## config.mk

```make
export PLATFORM = sky130hd
export DESIGN_NAME = alu_operand_fetch
export DESIGN_NICKNAME = d
export VERILOG_FILES = /design/src/rtl/alu_operand_fetch_pkg.sv /design/src/rtl/aof_regfile.sv /design/src/rtl/alu_operand_fetch.sv
export SDC_FILE = /design/constraint.sdc
export NUM_CORES = 1
export LEC_CHECK = 0
export ABC_AREA = 1
export CORE_MARGIN = 2
export CORE_UTILIZATION = 53
export DETAILED_ROUTE_END_ITERATION = 8
export HOLD_SLACK_MARGIN = 0.08
export PLACE_DENSITY = 0.86
export SETUP_SLACK_MARGIN = 0.15
export SYNTH_ARGS = -nofsm -noshare
export SYNTH_HDL_FRONTEND = slang
export SYNTH_SLANG_ARGS = --single-unit
```

## constraint.sdc

```tcl
create_clock -name clk -period 5.15 [get_ports clk]
set_clock_uncertainty 0.2 [all_clocks]
set_input_delay 0.7725 -clock clk [delete_from_list [all_inputs] [get_ports clk]]
set_output_delay 0.7725 -clock clk [all_outputs]
set_load 0.005 [all_outputs]
```

## src/rtl/alu_operand_fetch_pkg.sv

```systemverilog
// Shared definitions for the ALU operand-fetch stage and its neighbours.
// Latency: n/a (types, constants and helpers only).
// Backpressure: n/a.
package alu_operand_fetch_pkg;

  // Instruction word layout
  localparam int INSTR_W  = 16;
  localparam int FUNC_MSB = 15;
  localparam int FUNC_LSB = 11;
  localparam int RD_MSB   = 10;
  localparam int RD_LSB   = 8;
  localparam int RS1_MSB  = 7;
  localparam int RS1_LSB  = 5;
  localparam int RS2_MSB  = 4;
  localparam int RS2_LSB  = 2;

  // Field widths and register-file geometry
  localparam int FUNC_W = FUNC_MSB - FUNC_LSB + 1;
  localparam int REG_AW = RD_MSB - RD_LSB + 1;
  localparam int NREG   = 1 << REG_AW;

  typedef logic [FUNC_W-1:0] func_t;
  typedef logic [REG_AW-1:0] reg_addr_t;

  // Packed view of the instruction word; field order matches the bit positions above.
  typedef struct packed {
    func_t     func;
    reg_addr_t rd;
    reg_addr_t rs1;
    reg_addr_t rs2;
    logic [1:0] pad;
  } instr_t;

  // ALU function codes, shared with the ALU and its bench.
  localparam func_t FN_ADD   = 5'd0;
  localparam func_t FN_SUB   = 5'd1;
  localparam func_t FN_MUL   = 5'd2;
  localparam func_t FN_AND   = 5'd3;
  localparam func_t FN_OR    = 5'd4;
  localparam func_t FN_XOR   = 5'd5;
  localparam func_t FN_PASSA = 5'd6;
  localparam func_t FN_PASSB = 5'd7;

  // One-hot mask selecting a single register in the busy scoreboard.
  function automatic logic [NREG-1:0] reg_onehot(input reg_addr_t a);
    return NREG'(1) << a;
  endfunction

endpackage

```

## src/rtl/aof_regfile.sv

```systemverilog
// 8 x N register file: two combinational read ports, one write port, write bypass on reads.
// Latency: reads are combinational; writes land on the next rising edge.
// Backpressure: none; the write port always accepts.
module aof_regfile
  import alu_operand_fetch_pkg::*;
#(
  parameter int N = 10
) (
  input  logic              clk,
  input  logic              rst_n,
  input  logic              we,
  input  logic [REG_AW-1:0] waddr,
  input  logic [N-1:0]      wdata,
  input  logic [REG_AW-1:0] raddr1,
  input  logic [REG_AW-1:0] raddr2,
  output logic [N-1:0]      rdata1,
  output logic [N-1:0]      rdata2
);

  logic [N-1:0] regs_q [NREG];
  logic [N-1:0] regs_d [NREG];
  logic         wr_en;

  // r0 is hardwired to zero, so writes aimed at it are dropped here.
  assign wr_en = we && (waddr != '0);

  // Next-state of the storage array: only the addressed entry changes.
  always_comb begin
    regs_d = regs_q;
    if (wr_en) begin
      regs_d[waddr] = wdata;
    end
    regs_d[0] = '0;
  end

  // Storage array, cleared on reset.
  always_ff @(posedge clk or negedge rst_n) begin
    if (!rst_n) begin
      for (int i = 0; i < NREG; i++) begin
        regs_q[i] <= '0;
      end
    end else begin
      regs_q <= regs_d;
    end
  end

  // Read port 1: a same-cycle write to the same register is forwarded.
  always_comb begin
    rdata1 = regs_q[raddr1];
    if (wr_en && (waddr == raddr1)) begin
      rdata1 = wdata;
    end
    if (raddr1 == '0) begin
      rdata1 = '0;
    end
  end

  // Read port 2: same forwarding rule as port 1.
  always_comb begin
    rdata2 = regs_q[raddr2];
    if (wr_en && (waddr == raddr2)) begin
      rdata2 = wdata;
    end
    if (raddr2 == '0) begin
      rdata2 = '0;
    end
  end

endmodule

```

## src/rtl/alu_operand_fetch.sv

```systemverilog
// Decodes instructions, fetches operands with a busy scoreboard, issues A/B/func to the ALU.
// Latency: accepted instruction appears on issue_* 1 cycle later; writeback lands next edge.
// Backpressure: one-entry issue slot holds while !issue_ready; instr_ready drops on full slot or hazard.
module alu_operand_fetch
  import alu_operand_fetch_pkg::*;
#(
  parameter int N = 10
) (
  input  logic              clk,
  input  logic              rst_n,
  input  logic              instr_valid,
  output logic              instr_ready,
  input  logic [INSTR_W-1:0] instr,
  output logic              issue_valid,
  input  logic              issue_ready,
  output logic [N-1:0]      A,
  output logic [N-1:0]      B,
  output logic [FUNC_W-1:0] func,
  output logic [REG_AW-1:0] issue_rd,
  input  logic              wb_valid,
  input  logic [REG_AW-1:0] wb_rd,
  input  logic [N*N-1:0]    wb_data,
  output logic              wb_ovf
);

  instr_t            instr_f;
  logic [N-1:0]      rs1_dat;
  logic [N-1:0]      rs2_dat;
  logic              wb_hit;
  logic [NREG-1:0]   wb_clr;
  logic [NREG-1:0]   busy_eff;
  logic              hazard;
  logic              accept;
  logic              wb_upper_nz;
  logic              unused_pad;

  logic              issue_valid_q, issue_valid_d;
  logic [N-1:0]      a_q, a_d;
  logic [N-1:0]      b_q, b_d;
  logic [FUNC_W-1:0] func_q, func_d;
  logic [REG_AW-1:0] issue_rd_q, issue_rd_d;
  logic [NREG-1:0]   busy_q, busy_d;
  logic              wb_ovf_q, wb_ovf_d;

  assign instr_f    = instr_t'(instr);
  assign unused_pad = ^instr_f.pad;

  // Register file; its bypass hands same-cycle writeback data straight to the operand reads.
  aof_regfile #(
    .N(N)
  ) u_rf (
    .clk    (clk),
    .rst_n  (rst_n),
    .we     (wb_valid),
    .waddr  (wb_rd),
    .wdata  (wb_data[N-1:0]),
    .raddr1 (instr_f.rs1),
    .raddr2 (instr_f.rs2),
    .rdata1 (rs1_dat),
    .rdata2 (rs2_dat)
  );

  // A writeback landing this cycle resolves its register's hazard immediately.
  always_comb begin
    wb_hit      = wb_valid && (wb_rd != '0);
    wb_clr      = wb_hit ? reg_onehot(wb_rd) : '0;
    busy_eff    = busy_q & ~wb_clr;
    hazard      = busy_eff[instr_f.rs1] | busy_eff[instr_f.rs2] | busy_eff[instr_f.rd];
    instr_ready = (!issue_valid_q || issue_ready) && !hazard;
    accept      = instr_valid && instr_ready;
    wb_upper_nz = |wb_data[N*N-1:N];
  end

  // Issue slot: load on accept, drain when consumed without refill, otherwise hold.
  always_comb begin
    issue_valid_d = issue_valid_q;
    a_d           = a_q;
    b_d           = b_q;
    func_d        = func_q;
    issue_rd_d    = issue_rd_q;
    if (accept) begin
      issue_valid_d = 1'b1;
      a_d           = rs1_dat;
      b_d           = rs2_dat;
      func_d        = instr_f.func;
      issue_rd_d    = instr_f.rd;
    end else if (issue_ready) begin
      issue_valid_d = 1'b0;
    end
  end

  // Scoreboard and overflow flag: clear is applied before set so a same-rd issue keeps the bit.
  always_comb begin
    busy_d   = busy_q & ~wb_clr;
    wb_ovf_d = wb_ovf_q;
    if (accept && (instr_f.rd != '0)) begin
      busy_d = busy_d | reg_onehot(instr_f.rd);
    end
    if (wb_hit && wb_upper_nz) begin
      wb_ovf_d = 1'b1;
    end
  end

  // State registers; reset drops any pending issue and clears the scoreboard.
  always_ff @(posedge clk or negedge rst_n) begin
    if (!rst_n) begin
      issue_valid_q <= 1'b0;
      a_q           <= '0;
      b_q           <= '0;
      func_q        <= '0;
      issue_rd_q    <= '0;
      busy_q        <= '0;
      wb_ovf_q      <= 1'b0;
    end else begin
      issue_valid_q <= issue_valid_d;
      a_q           <= a_d;
      b_q           <= b_d;
      func_q        <= func_d;
      issue_rd_q    <= issue_rd_d;
      busy_q        <= busy_d;
      wb_ovf_q      <= wb_ovf_d;
    end
  end

  assign issue_valid = issue_valid_q;
  assign A           = a_q;
  assign B           = b_q;
  assign func        = func_q;
  assign issue_rd    = issue_rd_q;
  assign wb_ovf      = wb_ovf_q;

endmodule
```

== After elaboration in Yosys (flattened, before gate mapping) ==
Index checks and enable logic that the tools add are counted.
Storage, ports and cells
  flip-flop bits (word level): 108
  latch bits: 0
  bits in writable memories: 0
  ROM bits: 0
  input bits: 124
  output and inout port bits: 31
  logic and storage cells: 73
  memories kept: 0
Operators by class
  add/sub/neg operators: 0
  multipliers: 0
  div/mod/pow operators: 0
  order comparisons: 7
  equality and inequality tests: 2
  shift operators: 2
  mux-type cells: 23
  bitwise gates (word level): 8
  reduce and logical (&&, ||, !) cells: 17
Operator list (number)
  10-bit 2-to-1 mux: 9
  90-bit OR reduction: 1
  80-bit bitwise mux: 1
  10-bit binary-select mux with 3-bit select: 2
  10-bit demux with 3-bit select: 1
  8-bit 2-to-1 mux: 2
  1-bit by 3-bit left shift with 8-bit output, first input constant: 2
  4-bit >= comparator, second input constant: 3
  3-bit by 4-bit < comparator with 1-bit output, second input constant: 3
  3-bit inverter with 4-bit output: 3
  1-bit binary-select mux with 3-bit select: 3
  8-bit AND: 1
  1-bit logical AND: 8
  8-bit inverter: 1
  8-bit OR: 1
  3-bit == test: 2
  3-bit logical NOT: 2
  3-bit nonzero test: 2
  1-bit 2-to-1 mux: 5
  4-bit by 1-bit < comparator with 1-bit output, second input constant: 1
  1-bit logical NOT: 2
  1-bit OR: 2
  2-bit nonzero test: 1
  1-bit logical OR: 1

== Logic depth before layout (Yosys ltp) ==
Gate-level depths: netlist of run 1.
  depth after elaboration: 14
  depth in mapped cells: 15
  mapped depth without buffers: 13

== By module ==
From an unflattened synthesis of run 1, not the netlist that was laid out.
Unflattened totals
  cells, all modules: 936
  area total of the unflattened synthesis: 6327.3 µm²
Modules (own cells, without submodules)
  aof_regfile: times used 1, cells each 670, area each 4321.6 µm², seq. area each 1751.7 µm²
  alu_operand_fetch: times used 1, cells each 266, area each 2005.7 µm², seq. area each 950.9 µm²

== Worst setup path after synthesis of run 1 ==
No wires, ideal clock.
  kind: input to output
  start point: input port instr[5]
  end point: output port instr_ready
  arrival: 1.874 ns
  data required time: 4.178 ns
  setup slack: 2.303 ns
  cell stages on the path: 12
  buffers on the path: 3
  cell sequence: buf_4 > inv_2 > nor2_1 > inv_1 > buf_4 > nor2_1 > nor2_1 > nand2_1 > nand2_1 > nand2_2 > nor2_8 > buf_6
On the way
  word-level cells in the longest chain between the ends: 6
RTL lines
  start: declaration: RTL line alu_operand_fetch.sv:13  | input logic [INSTR_W-1:0] instr,
  1-bit binary-select mux with 3-bit select: RTL line alu_operand_fetch.sv:68  | hazard = busy_eff[instr_f.rs1] | busy_eff[instr_f.rs2] | busy_eff[instr_f.rd];
  1-bit 2-to-1 mux (implied by the code): RTL line alu_operand_fetch.sv:68
  1-bit OR (2 in series): RTL line alu_operand_fetch.sv:68
  1-bit logical NOT: RTL line alu_operand_fetch.sv:69  | instr_ready = (!issue_valid_q || issue_ready) && !hazard;
  1-bit logical AND: RTL line alu_operand_fetch.sv:69
  end: declaration: RTL line alu_operand_fetch.sv:12  | output logic instr_ready,
No other way between the ends. The select of a mux whose other input is x is not followed.

== Worst setup path in the final report of run 1 ==
  start point: input port wb_rd[2]
  end point: output port instr_ready
On the way
  word-level cells in the longest chain between the ends: 11
  elaborated cells between the ends (all ways): 16
  those cells by class: shift (1); mux (7); bitwise (4); reduce/logical (4)
RTL lines
  start: declaration: RTL line alu_operand_fetch.sv:21  | input logic [REG_AW-1:0] wb_rd,
  3-bit nonzero test: RTL line alu_operand_fetch.sv:65  | wb_hit = wb_valid && (wb_rd != '0);
  1-bit logical AND: RTL line alu_operand_fetch.sv:65
  8-bit 2-to-1 mux *: RTL line alu_operand_fetch.sv:66  | wb_clr = wb_hit ? reg_onehot(wb_rd) : '0;
  8-bit inverter *: RTL line alu_operand_fetch.sv:67  | busy_eff = busy_q & ~wb_clr;
  8-bit AND *: RTL line alu_operand_fetch.sv:67
  1-bit binary-select mux with 3-bit select: RTL line alu_operand_fetch.sv:68
  1-bit 2-to-1 mux (implied by the code): RTL line alu_operand_fetch.sv:68
  1-bit OR: RTL line alu_operand_fetch.sv:68
  1-bit OR *: RTL line alu_operand_fetch.sv:68
  1-bit logical NOT *: RTL line alu_operand_fetch.sv:69
  1-bit logical AND *: RTL line alu_operand_fetch.sv:69
Mark *: on every way between the ends. The rest lies on a longest branch, timed or not. The select of a mux whose other input is x is not followed.

==> run summary, run 1 <==
The number of nets produced by synthesis is 898. In this run the core area contains 38 standard-cell rows. The CTS H-tree depth came out at 3. The via density per instance is 5.94. The reported leakage power is 3.50 nW. Yosys printed 0 warnings. The endpoint arrival time on the critical path came out at 3.57 ns. The proportion of layout cells with a drive suffix above 1 came out at 5.09%. The unique cell type count in the Yosys netlist came out at 29. The standard cell core area came out at 10900 um2.

Setup repair after global routing left no endpoint under its margin. In the layout the commonest cells are 203 x sky130_fd_sc_hd__nand2_1, 151 x sky130_fd_sc_hd__clkdlybuf4s50_1, 108 x sky130_fd_sc_hd__dfrtp_1. The area of the mapped netlist came out at 5990 um2.

The number of remaining DRC errors is 0. The setup TNS came out at 0 ns. The total I/O pin count came out at 155. The count of nets left with antenna violations once routing finished came out at 0. The hold violation count in the final report came out at 0.

For the pin with the worst max-slew slack, the measured transition is 1.04 ns. The number of setup buffers added after CTS is 0. The first TritonRoute pass finished after 6 iterations. The total of endpoints with negative setup slack in the final report is 0.

In the final design database the tool counted 1022 nets. The DRC marker count from the first detailed-route iteration is 682. The max-slew violation count came out at 0. The data required time at the worst endpoint came out at 4.18 ns. The time the worst path needs with I/O delays and setup is 4.55 ns. The clock sink total is 108. The starting utilization of the core area is 54.8%. Routability-driven placement finished with a final weighted congestion of 0.934. The count of port buffers added during placement came out at 152. The library cell used most frequently in the layout, excluding fill and tap cells, is sky130_fd_sc_hd__nand2_1.

The run finished with clean final reports. The floorplan die area is 12200 um2. The count of inserted antenna diode cells is 0. The count of vias placed by the detailed router is 6193.

The total design power is 2.79 mW. In the synthesized netlist the async set-or-reset flop fraction comes to 100%. The max-slew headroom at the worst pin is 30.7%. STA classifies the critical path endpoint as a primary output. The initial antenna violation count was 0. The power per cell area came out at 356 nW/um2. The overflow left after global routing came out at 0. After synthesis, the largest area contributor takes up 45.1% of total cell area. TritonCTS built the clock tree. The total wire length after detailed routing came out at 19200 um. Averaged over all synthesized cells, the footprint is 7.74 um2.

Yosys attributes the largest share of cell area to sky130_fd_sc_hd__dfrtp_1 45%, sky130_fd_sc_hd__nand2_1 13%, sky130_fd_sc_hd__o21ai_0 8.9%. The clock slew seen by the registers of the worst setup and hold paths is 0.07 ns. Timing would allow up to 220 MHz.

The period utilization is 88.3%. The register area share after synthesis is 45.1%. The number of global-route vias before repair came out at 5962. The number of instances in the synthesized netlist is 774. The count of hold buffers inserted by post-cts repair is 0. In this run the worst hold path is classified as reg -> reg. Yosys mapped a number of flops with a built-in enable equal to 0.

The average wire per cell in the routed design is 18.4 um. The setup path with the least slack is of type in -> out. At the later pin of the worst-skew pair, clock insertion delay measures 0.35 ns. The height of the die is 110 um. The maximum buffer depth of the clock tree came out at 2.

The maximum vdd drop came out at 0.315 mV. Entering global routing, the biggest net connects 82 pins. The flip-flop and latch count after synthesis came out at 108. The area growth from synthesis to layout came out at 30.8%. The post-CTS resize count came out at 0. For this run, the leading register cell type out of synthesis is sky130_fd_sc_hd__dfrtp_1. The combined global-route utilization of all metal layers came out at 32.9%. The global-route wire length before repair came out at 30500 um. Summed over all instances, the cell type with the most area after synthesis is sky130_fd_sc_hd__dfrtp_1. Summed over all nets, the half-perimeter wirelength after detailed placement is 13900 um.

Measured along the x axis, the die boundary spans 110 um. The TritonCTS buffer count came out at 9. In this run the worst path has a maximum fanout of 35. The number of violations of the max-capacitance limit came out at 0. The cell chosen for the clock root is sky130_fd_sc_hd__clkbuf_16.

STA classifies the critical path startpoint as an input port.
-- cell type report --
class,instances,area (um2)
Fill cell,891,3100
Multi-Input combinational cell,553,2790
Sequential cell,108,2700
Timing Repair Buffer,167,1630
Clock buffer,12,236
Inverter,59,221
Tap cell,140,175
Clock inverter,4,73.8
-- registers in the layout, summed over array words and instances, names as in the netlist --
signal,cells
busy_q,8
u_rf.regs_q,70
func,5
B,10
A,10
wb_ovf,1
issue_valid,1
issue_rd,3
-- synth_stat cells, types with 6 or more instances --
library cell,instances
sky130_fd_sc_hd__buf_6,6
sky130_fd_sc_hd__nand3_1,51
sky130_fd_sc_hd__a21oi_1,36
sky130_fd_sc_hd__nor2_1,22
sky130_fd_sc_hd__o21ai_0,106
sky130_fd_sc_hd__buf_2,9
sky130_fd_sc_hd__nor4_1,22
sky130_fd_sc_hd__inv_1,51
sky130_fd_sc_hd__o211ai_1,63
sky130_fd_sc_hd__nand2_1,203
sky130_fd_sc_hd__clkbuf_1,33
sky130_fd_sc_hd__nand3b_1,18
sky130_fd_sc_hd__dfrtp_1,108
sky130_fd_sc_hd__nand4_1,11
sky130_fd_sc_hd__nand2_2,6
-- worst max-delay path: stages --
cell                              delay, ns
sky130_fd_sc_hd__clkdlybuf4s50_1       0.72
sky130_fd_sc_hd__inv_2                 0.06
sky130_fd_sc_hd__nor2_2                0.13
sky130_fd_sc_hd__nand2_2               0.30
sky130_fd_sc_hd__nand2_1               0.18
sky130_fd_sc_hd__nor2_1                0.06
sky130_fd_sc_hd__nor2_1                0.10
sky130_fd_sc_hd__nand2_1               0.06
sky130_fd_sc_hd__nand2_1               0.07
sky130_fd_sc_hd__nand2_2               0.09
sky130_fd_sc_hd__nor2_8                0.42
sky130_fd_sc_hd__clkdlybuf4s50_1       0.60
-- where the power goes --
group / internal (mW) / leakage, nW / switching (mW) / total [mW]
logic: 0.434 / 1.99 / 0.411 / 0.845
clock network: 0.427 / 0.151 / 0.307 / 0.735
registers: 1.07 / 1.36 / 0.138 / 1.21
-- per-stage QoR --
stage	setup WS, ns	cell area (um2)	cells	utilization, %	hold slack, ns
floorplan	2.30	5990	774	-	0.253
global placement	0.724	7520	1027	68.8	0.250
detailed placement	0.640	7520	1027	68.8	0.255
CTS	0.640	7840	1043	71.6	0.262
global route	0.400	7840	1043	71.6	0.271
finish	0.603	7840	1043	71.6	0.263
-- cells by family after synthesis --
kind of cell / count (synthesis) / share of synthesized area [%]
simple gates: 338 / 25.7
compound gates: 211 / 20.4
buf+inv: 113 / 8.27
flops: 108 / 45.1
xor+xnor: 4 / 0.585
-- per-layer routing --
metal | vias to the layer above | global-route usage (%) | part of all wire [%]
met2 | 361 | 50.5 | 45
met4 | 0 | 9.02 | 1.9
li1 | 2889 | - | -
met5 | - | 0 | 0
met1 | 2900 | 46.5 | 43
met3 | 43 | 8.64 | 10
-- worst paths after layout --
check | from | end | slack [ns] | cells past startpoint
min | busy_q[0] | busy_q[0] | 0.26 | 0
min reg2reg | busy_q[0] | busy_q[0] | 0.26 | 0
min in group asynchronous | rst_n | func[0] | 0.38 | 1
max in group asynchronous | rst_n | B[1] | 3.40 | 2
max reg2reg | busy_q[7] | B[6] | 2.95 | 10
max | wb_rd[2] | instr_ready | 0.60 | 12
Power figures use the tool's default switching activity.
==> run 2: changes to the inputs <==
CORE_UTILIZATION = 46   (was 53)
PLACE_DENSITY = 0.76   (was 0.86)
==> run 2 against run 1 <==
  * Routed wire length down 5.2%
  * Critical path depth did not move
  * Global-route usage is 6.5 points lower
  * First-iteration DRC count is 12% higher
  * Cell area is 0.16% lower
  * Register-to-register slack about the same
  * Non-clock buffer count decreased by 3
  * Critical endpoint unchanged
  * Largest power group unchanged
  * Via count is 4.4% lower
  * Utilization is 9.9 points lower
  * Die area increased by 15%
  * Sequential power hardly changed
  * Cell count is 2.8% higher
==> run summary, run 2 (synthesis gave the netlist of run 1 again) <==
The run finished with clean final reports. The biggest cell delay along the critical path came out at 0.57 ns (-0.15 ns). TritonCTS built the clock tree. The starting utilization of the core area is 47.3% (-7.5 points). The CTS H-tree depth came out at 3 (unchanged). The standard cell core area is 12700 um2 (+16%). CTS placed an instance of sky130_fd_sc_hd__clkbuf_16 at the clock tree root. The detailed-router iteration count before antenna repair came out at 7 (+1).

The count of port buffers added during placement is 152 (unchanged). The combined flip-flop and latch cell area is 2700 um2 (unchanged). The hold violation count in the final report is 0 (unchanged). The count of filler cells inserted in the layout is 1144 (+28%).

The combined global-route utilization of all metal layers is 26.4% (-6.5 points). The data required time at the worst endpoint is 4.18 ns (about the same). The count of antenna-violating nets left after detailed routing came to 0 (unchanged). The floorplan die area is 14000 um2 (+15%).

The average wire per cell in the routed design is 17.0 um (-7.7%). The period utilization came to 83.9% (-4.4 points). The highest layer touched by signal routing is met4. The slowest stage cell on the critical path is sky130_fd_sc_hd__inv_1.

The insertion delay of the later-clocked pin in the worst-skew pair came out at 0.34 ns (about the same). The kind of start point of the critical path is an input port. The sum of met2 wire segment lengths after detailed routing came out at 7790 um (-9.5%). The area of combinational cells with multiple inputs is 2790 um2 (unchanged).

The setup TNS came out at 0 ns (unchanged). The proportion of layout cells with a drive suffix above 1 is 5.00% (-0.094 points). The height of the die is 118 um (+7.1%). The number of nets at the end of the flow is 1019 (-0.29%). The critical path is of the in -> out type. The clock slew seen by the registers of the worst setup and hold paths is 0.07 ns (about the same). The count of hold buffers inserted by post-cts repair is 0 (unchanged). The met1 layer wirelength in the final routing is 8380 um (+1.6%).

The routed wire length on met3 is 1760 um (-11%). The max-slew violation count is 0 (unchanged). The final weighted congestion in routability-driven placement came out at 0.879 (-5.9%). The non-filler instance count after layout came out at 1072 (+2.8%). The standard-cell row count is 41 (+7.9%).

The most common cell type on the critical path is sky130_fd_sc_hd__nand2_1. The maximum buffer depth of the clock tree is 2 (unchanged). The endpoint arrival time on the critical path came out at 3.35 ns (-0.22 ns). The via density per instance came to 5.53 (-6.9%). The maximum vdd drop is 0.194 mV (-38%).

The maximum operating frequency came out at 231 MHz (+5.2%). The count of vias placed by the detailed router is 5923 (-4.4%). The post-CTS resize count came to 0 (unchanged). The total I/O pin count is 155 (unchanged). The maximum number of pins on one net before global-route repair came out at 78 (-4.9%).

The max-slew headroom at the worst pin is 34.5% (+3.8 points). The total wire length after detailed routing came to 18200 um (-5.2%). The count of inserted antenna diode cells came to 0 (unchanged). The reported leakage power is 3.46 nW (-0.91%). The global-route wire length before repair was 29800 um (-2.2%).

The signal on the critical path passes through clkdlybuf4s50_1 > buf_4 > inv_1 > nor2_1 > nand3_1 > nand2_1 > nor2_1 > nand2_1 > nand2_1 > nand2_2 > nor2_8 > clkdlybuf4s50_1. u_rf.regs_q holds more flip-flops than any other register. The post-CTS setup repair buffer count came out at 0 (unchanged).

The worst setup path is captured at a primary output. The TritonCTS buffer count is 9 (unchanged). Setup repair after global routing left no endpoint under its margin. The DRC marker count from the first detailed-route iteration came out at 762 (+12%).

The number of global-route vias before repair came out at 5629 (-5.6%). The top cell types in the final layout, fill and taps aside, are 203 x sky130_fd_sc_hd__nand2_1, 151 x sky130_fd_sc_hd__clkdlybuf4s50_1, 108 x sky130_fd_sc_hd__dfrtp_1. The number of violations of the max-capacitance limit is 0 (unchanged).

The total of endpoints with negative setup slack in the final report is 0 (unchanged). The flip-flop count of the largest register after layout was 70 (unchanged). The summed area of non-filler cells in the final layout came out at 7820 um2 (-0.16%). The initial antenna violation count is 0 (unchanged).

The time the worst path needs with I/O delays and setup came to 4.32 ns (-0.225 ns). The number of remaining DRC errors was 0 (unchanged). The biggest fanout along the worst timing path was 26 (-26%).

The half-perimeter wire length of the detailed placement result is 12900 um (-7.6%). In this run the worst hold path is classified as reg -> reg. The post-placement cell area came out at 7540 um2 (+0.23%). The count of placed standard cells including taps is 1056 (+2.8%). The power per cell area is 345 nW/um2 (-3.0%). The overflow left after global routing was 0 (unchanged). The area growth from synthesis to layout came out at 30.5%. The horizontal die dimension is 118 um (+7.1%). The measured slew at the worst slew-check pin came out at 0.982 ns (-0.0574 ns). Leaving out fill and tap cells, the most frequent cell in the layout is sky130_fd_sc_hd__nand2_1.

The clock sink total is 108 (unchanged).
==> run 2: changes by cell type in the layout (fill, tap and decap cells not counted), sizes merged <==
cell      change
clkbuf        -1
clkinvlp      +2
buf           -3
bufinv        -2
clkinv        +1
==> run 2: per-stage QoR <==
step                      setup slack, ns  total power [mW]  hold slack, ns  utilization, %
after CTS                           0.884              2.71           0.249            61.7
after global routing                0.734              2.87           0.255            61.7
after global placement              0.919              2.02           0.240            59.5
final                               0.828              2.70           0.259            61.7
after floorplan                      2.30              1.61           0.253               -
after detailed placement            0.896              2.05           0.233            59.5
==> run 2: final cells by class <==
| class | instances | area share (%) |
|---|---|---|
| timing repair buffer | 164 | 20.6 |
| clock inverter | 5 | 0.480 |
| multi-input combinational | 553 | 35.7 |
| clock buffer | 11 | 3.10 |
| sequential | 108 | 34.5 |
| tap | 172 | 2.75 |
| inverter | 59 | 2.83 |
==> run 2: final timing paths <==
check	from	end	slack [ns]	cells after the start
worst max-delay path	instr[2]	instr_ready	0.83	12
worst min-delay path	busy_q[0]	busy_q[0]	0.26	0
worst max register to register	busy_q[0]	issue_rd[2]	2.95	11
worst min register to register	busy_q[0]	busy_q[0]	0.26	0
max in group asynchronous	rst_n	B[6]	3.39	2
min in group asynchronous	rst_n	func[2]	0.37	1
==> run 2: power breakdown <==
part / switching, mW / internal [mW]
registers: 0.135 / 1.07
clock network: 0.316 / 0.343
logic: 0.403 / 0.434
==> run 2: critical path: cells and delay by family <==
family / cells / cell delay [ns]
simple gates: 8 / 0.85
buf+inv: 4 / 1.70
==> run 2: layer usage <==
layer	up-vias	GRT usage [%]
met4	0	7.61
met3	25	7.48
met1	2713	38.4
li1	2888	-
met2	297	38.4
met5	-	0
==> run 3: changes to the inputs <==
clock period = 4.25 ns   (was 5.15 ns; I/O delays follow)
==> run 3 against run 2 <==
  * Setup slack worse by 0.47 ns
  * First-iteration DRC count shrank 12%
  * Global-route usage rose by 0.28 points
  * Utilization up 1.0 points
  * Clock power rose by 39%
  * Clock-buffer cell count decreased by 2
  * Sequential share of layout area shrank 0.57 points
  * Cell area is 1.7% higher
  * Register-to-register slack worse by 0.93 ns
  * Hold slack got worse by 0.11 ns
  * Highest routed layer unchanged
  * Combinational power rose by 22%
  * Routed wire length is 0.32% higher
  * Largest power group unchanged
==> run summary, run 3 (synthesis gave the netlist of run 1 again) <==
The library cells used most frequently in the layout, excluding fill and tap cells, are 203 x sky130_fd_sc_hd__nand2_1, 151 x sky130_fd_sc_hd__clkdlybuf4s50_1, 108 x sky130_fd_sc_hd__dfrtp_1. The CTS H-tree depth came out at 3 (unchanged). The flip-flop count of the largest register after layout is 70 (unchanged).

The class of the tightest hold or removal check is in -> async. The biggest cell delay along the critical path is 0.71 ns (+0.14 ns). The combined global-route utilization of all metal layers came out at 26.7% (+0.28 points). The count of hold buffers inserted by post-cts repair came out at 0 (unchanged).

The CTS tree is yes. The count of vias placed by the detailed router is 6005 (+1.4%). The total wire length after detailed routing came out at 18300 um (+0.32%).

The combined buffer and inverter count along the critical path came to 2 (-2). The worst register-to-register path begins at busy_q[7]. The initial antenna violation count is 0 (unchanged). The global-route wire length before repair is 29900 um (+0.37%).

The setup TNS was 0 ns (unchanged). The count of inserted antenna diode cells came out at 0 (unchanged). The count of antenna-violating nets left after detailed routing came to 0 (unchanged).

The most frequent standard cell in the layout excluding fill and tap cells is sky130_fd_sc_hd__nand2_1. The maximum vdd drop is 0.259 mV (+33%). The count of placed standard cells including taps came to 1066 (+0.95%). The minimum setup slack among reg-to-reg paths is 2.02 ns (-0.93 ns).

The final weighted congestion in routability-driven placement is 0.905 (+3.0%). The total design power is 3.39 mW (+26%). The max-slew headroom at the worst pin came out at 49.0% (+14 points). The cell sitting at the root of the clock tree is a sky130_fd_sc_hd__clkbuf_16. The maximum buffer depth of the clock tree came out at 2 (unchanged). The proportion of layout cells with a drive suffix above 1 was 6.15% (+1.2 points).

The post-CTS setup repair buffer count is 0 (unchanged). The floorplan die area came out at 14000 um2 (unchanged). The number of nets at the end of the flow came out at 1029 (+0.98%). The number of global-route vias before repair was 5704 (+1.3%).

The measured slew at the worst slew-check pin came out at 0.762 ns (-0.220 ns). On the critical path, the stage with the largest delay is an instance of sky130_fd_sc_hd__clkdlybuf4s50_1. The total I/O pin count is 155 (unchanged). The DRC marker count from the first detailed-route iteration is 674 (-12%). The via density per instance was 5.55 (+0.45%). The height of the die came out at 118 um (unchanged). Grouping stages by cell kind, the critical path spends the most delay in buffers and inverters.

The clock slew seen by the registers of the worst setup and hold paths came out at 0.07 ns (about the same). The post-CTS resize count came to 0 (unchanged). The insertion delay of the later-clocked pin in the worst-skew pair came out at 0.35 ns (about the same). The non-filler instance count after layout came out at 1082 (+0.93%). The overflow left after global routing came out at 0 (unchanged). The number of violations of the max-capacitance limit is 0 (unchanged). The detailed-router iteration count before antenna repair came to 5 (-2).

The TritonCTS buffer count is 9 (unchanged). The standard cell core area is 12700 um2 (unchanged). Setup repair after global routing left no endpoint under its margin.

Counting stages on the worst path, the most repeated cell is sky130_fd_sc_hd__nand2_1. The maximum number of pins on one net before global-route repair is 57 (-27%). The horizontal die dimension was 118 um (unchanged). The cell depth of the worst flop-to-flop path was 11 (unchanged). The area growth from synthesis to layout is 32.7%. By startpoint and endpoint, the worst setup path is classified as in -> out.

The worst-case hold slack came out at 0.150 ns (-0.110 ns). The count of port buffers added during placement came out at 152 (unchanged). The endpoint arrival time on the critical path came out at 3.05 ns (-0.30 ns). The biggest fanout along the worst timing path was 8 (-69%). The critical path goes through clkdlybuf4s50_1 > nand4_1 > nand2_1 > nand2_1 > nand3_1 > nand2_1 > nand2_1 > nand2_2 > nor2_8 > clkdlybuf4s50_1. The total of endpoints with negative setup slack in the final report is 0 (unchanged). The standard-cell row count is 41 (unchanged).

The max-slew violation count came out at 0 (unchanged). The power per cell area is 426 nW/um2 (+24%). The register bank with the most flops is u_rf.regs_q. The number of remaining DRC errors came out at 0 (unchanged).

The starting utilization of the core area is 47.3% (unchanged). The reported leakage power came out at 3.54 nW (+2.3%). The average wire per cell in the routed design is 16.9 um (-0.61%). STA classifies the critical path endpoint as a primary output. The period utilization came out at 91.6%. The endpoint identified for the worst register-to-register timing path is A[6]. The hold violation count in the final report is 0 (unchanged).

The maximum operating frequency is 257 MHz. The data required time at the worst endpoint is 3.41 ns (-0.77 ns). The clock sink total was 108 (unchanged). The run finished with clean final reports. The time the worst path needs with I/O delays and setup is 3.89 ns. The kind of start point of the critical path is an input port. The half-perimeter wire length of the detailed placement result is 13200 um (+3.0%).
[run 3: layer usage]
layer / track usage (%) / share of wire [%] / vias to the layer above
met4: 6.10 / 1.3 / 0
met5: 0 / 0 / -
li1: - / - / 2911
met2: 39.2 / 44 / 289
met3: 6.08 / 8.8 / 33
met1: 40.0 / 46 / 2772
[run 3: how the worst max path moves through the flow]
stage                        start           to  cells after the start
after global routing      wb_rd[2]  instr_ready                     10
after CTS                 wb_rd[2]  instr_ready                     10
after floorplan           instr[5]  instr_ready                     12
after global placement    wb_rd[2]  instr_ready                     10
final                     wb_rd[2]  instr_ready                     10
after detailed placement  wb_rd[2]  instr_ready                     10
[run 3: report_power, final]
group | switching, mW | internal (mW)
Sequential | 0.161 | 1.30
Combinational | 0.488 | 0.532
Clock | 0.391 | 0.522
[run 3: final cells by class]
cell class,count,area [um2]
clock inverters,7,98.8
clock buffers,9,225
flip-flops and latches,108,2700
fillers,1118,4720
repair buffers,174,1700
well taps,172,215
multi-input cells,553,2790
inverters,59,221
[run 3: metrics by stage]
stage	instance area (um2)	utilization [%]	worst slack, ns
finish	7950	62.8	0.358
global route	7950	62.8	0.200
CTS	7950	62.8	0.405
detailed placement	7630	60.2	0.417
global placement	7630	60.2	0.441
floorplan	5990	-	1.67
[run 3: worst reg2reg max path, delay by kind of cell (launching register included)]
kind | cells | cell delay, ns
DFF | 1 | 0.39
and+or+nand+nor | 9 | 1.04
buffers and inverters | 1 | 0.34
AOI/OAI and AO/OA | 1 | 0.15
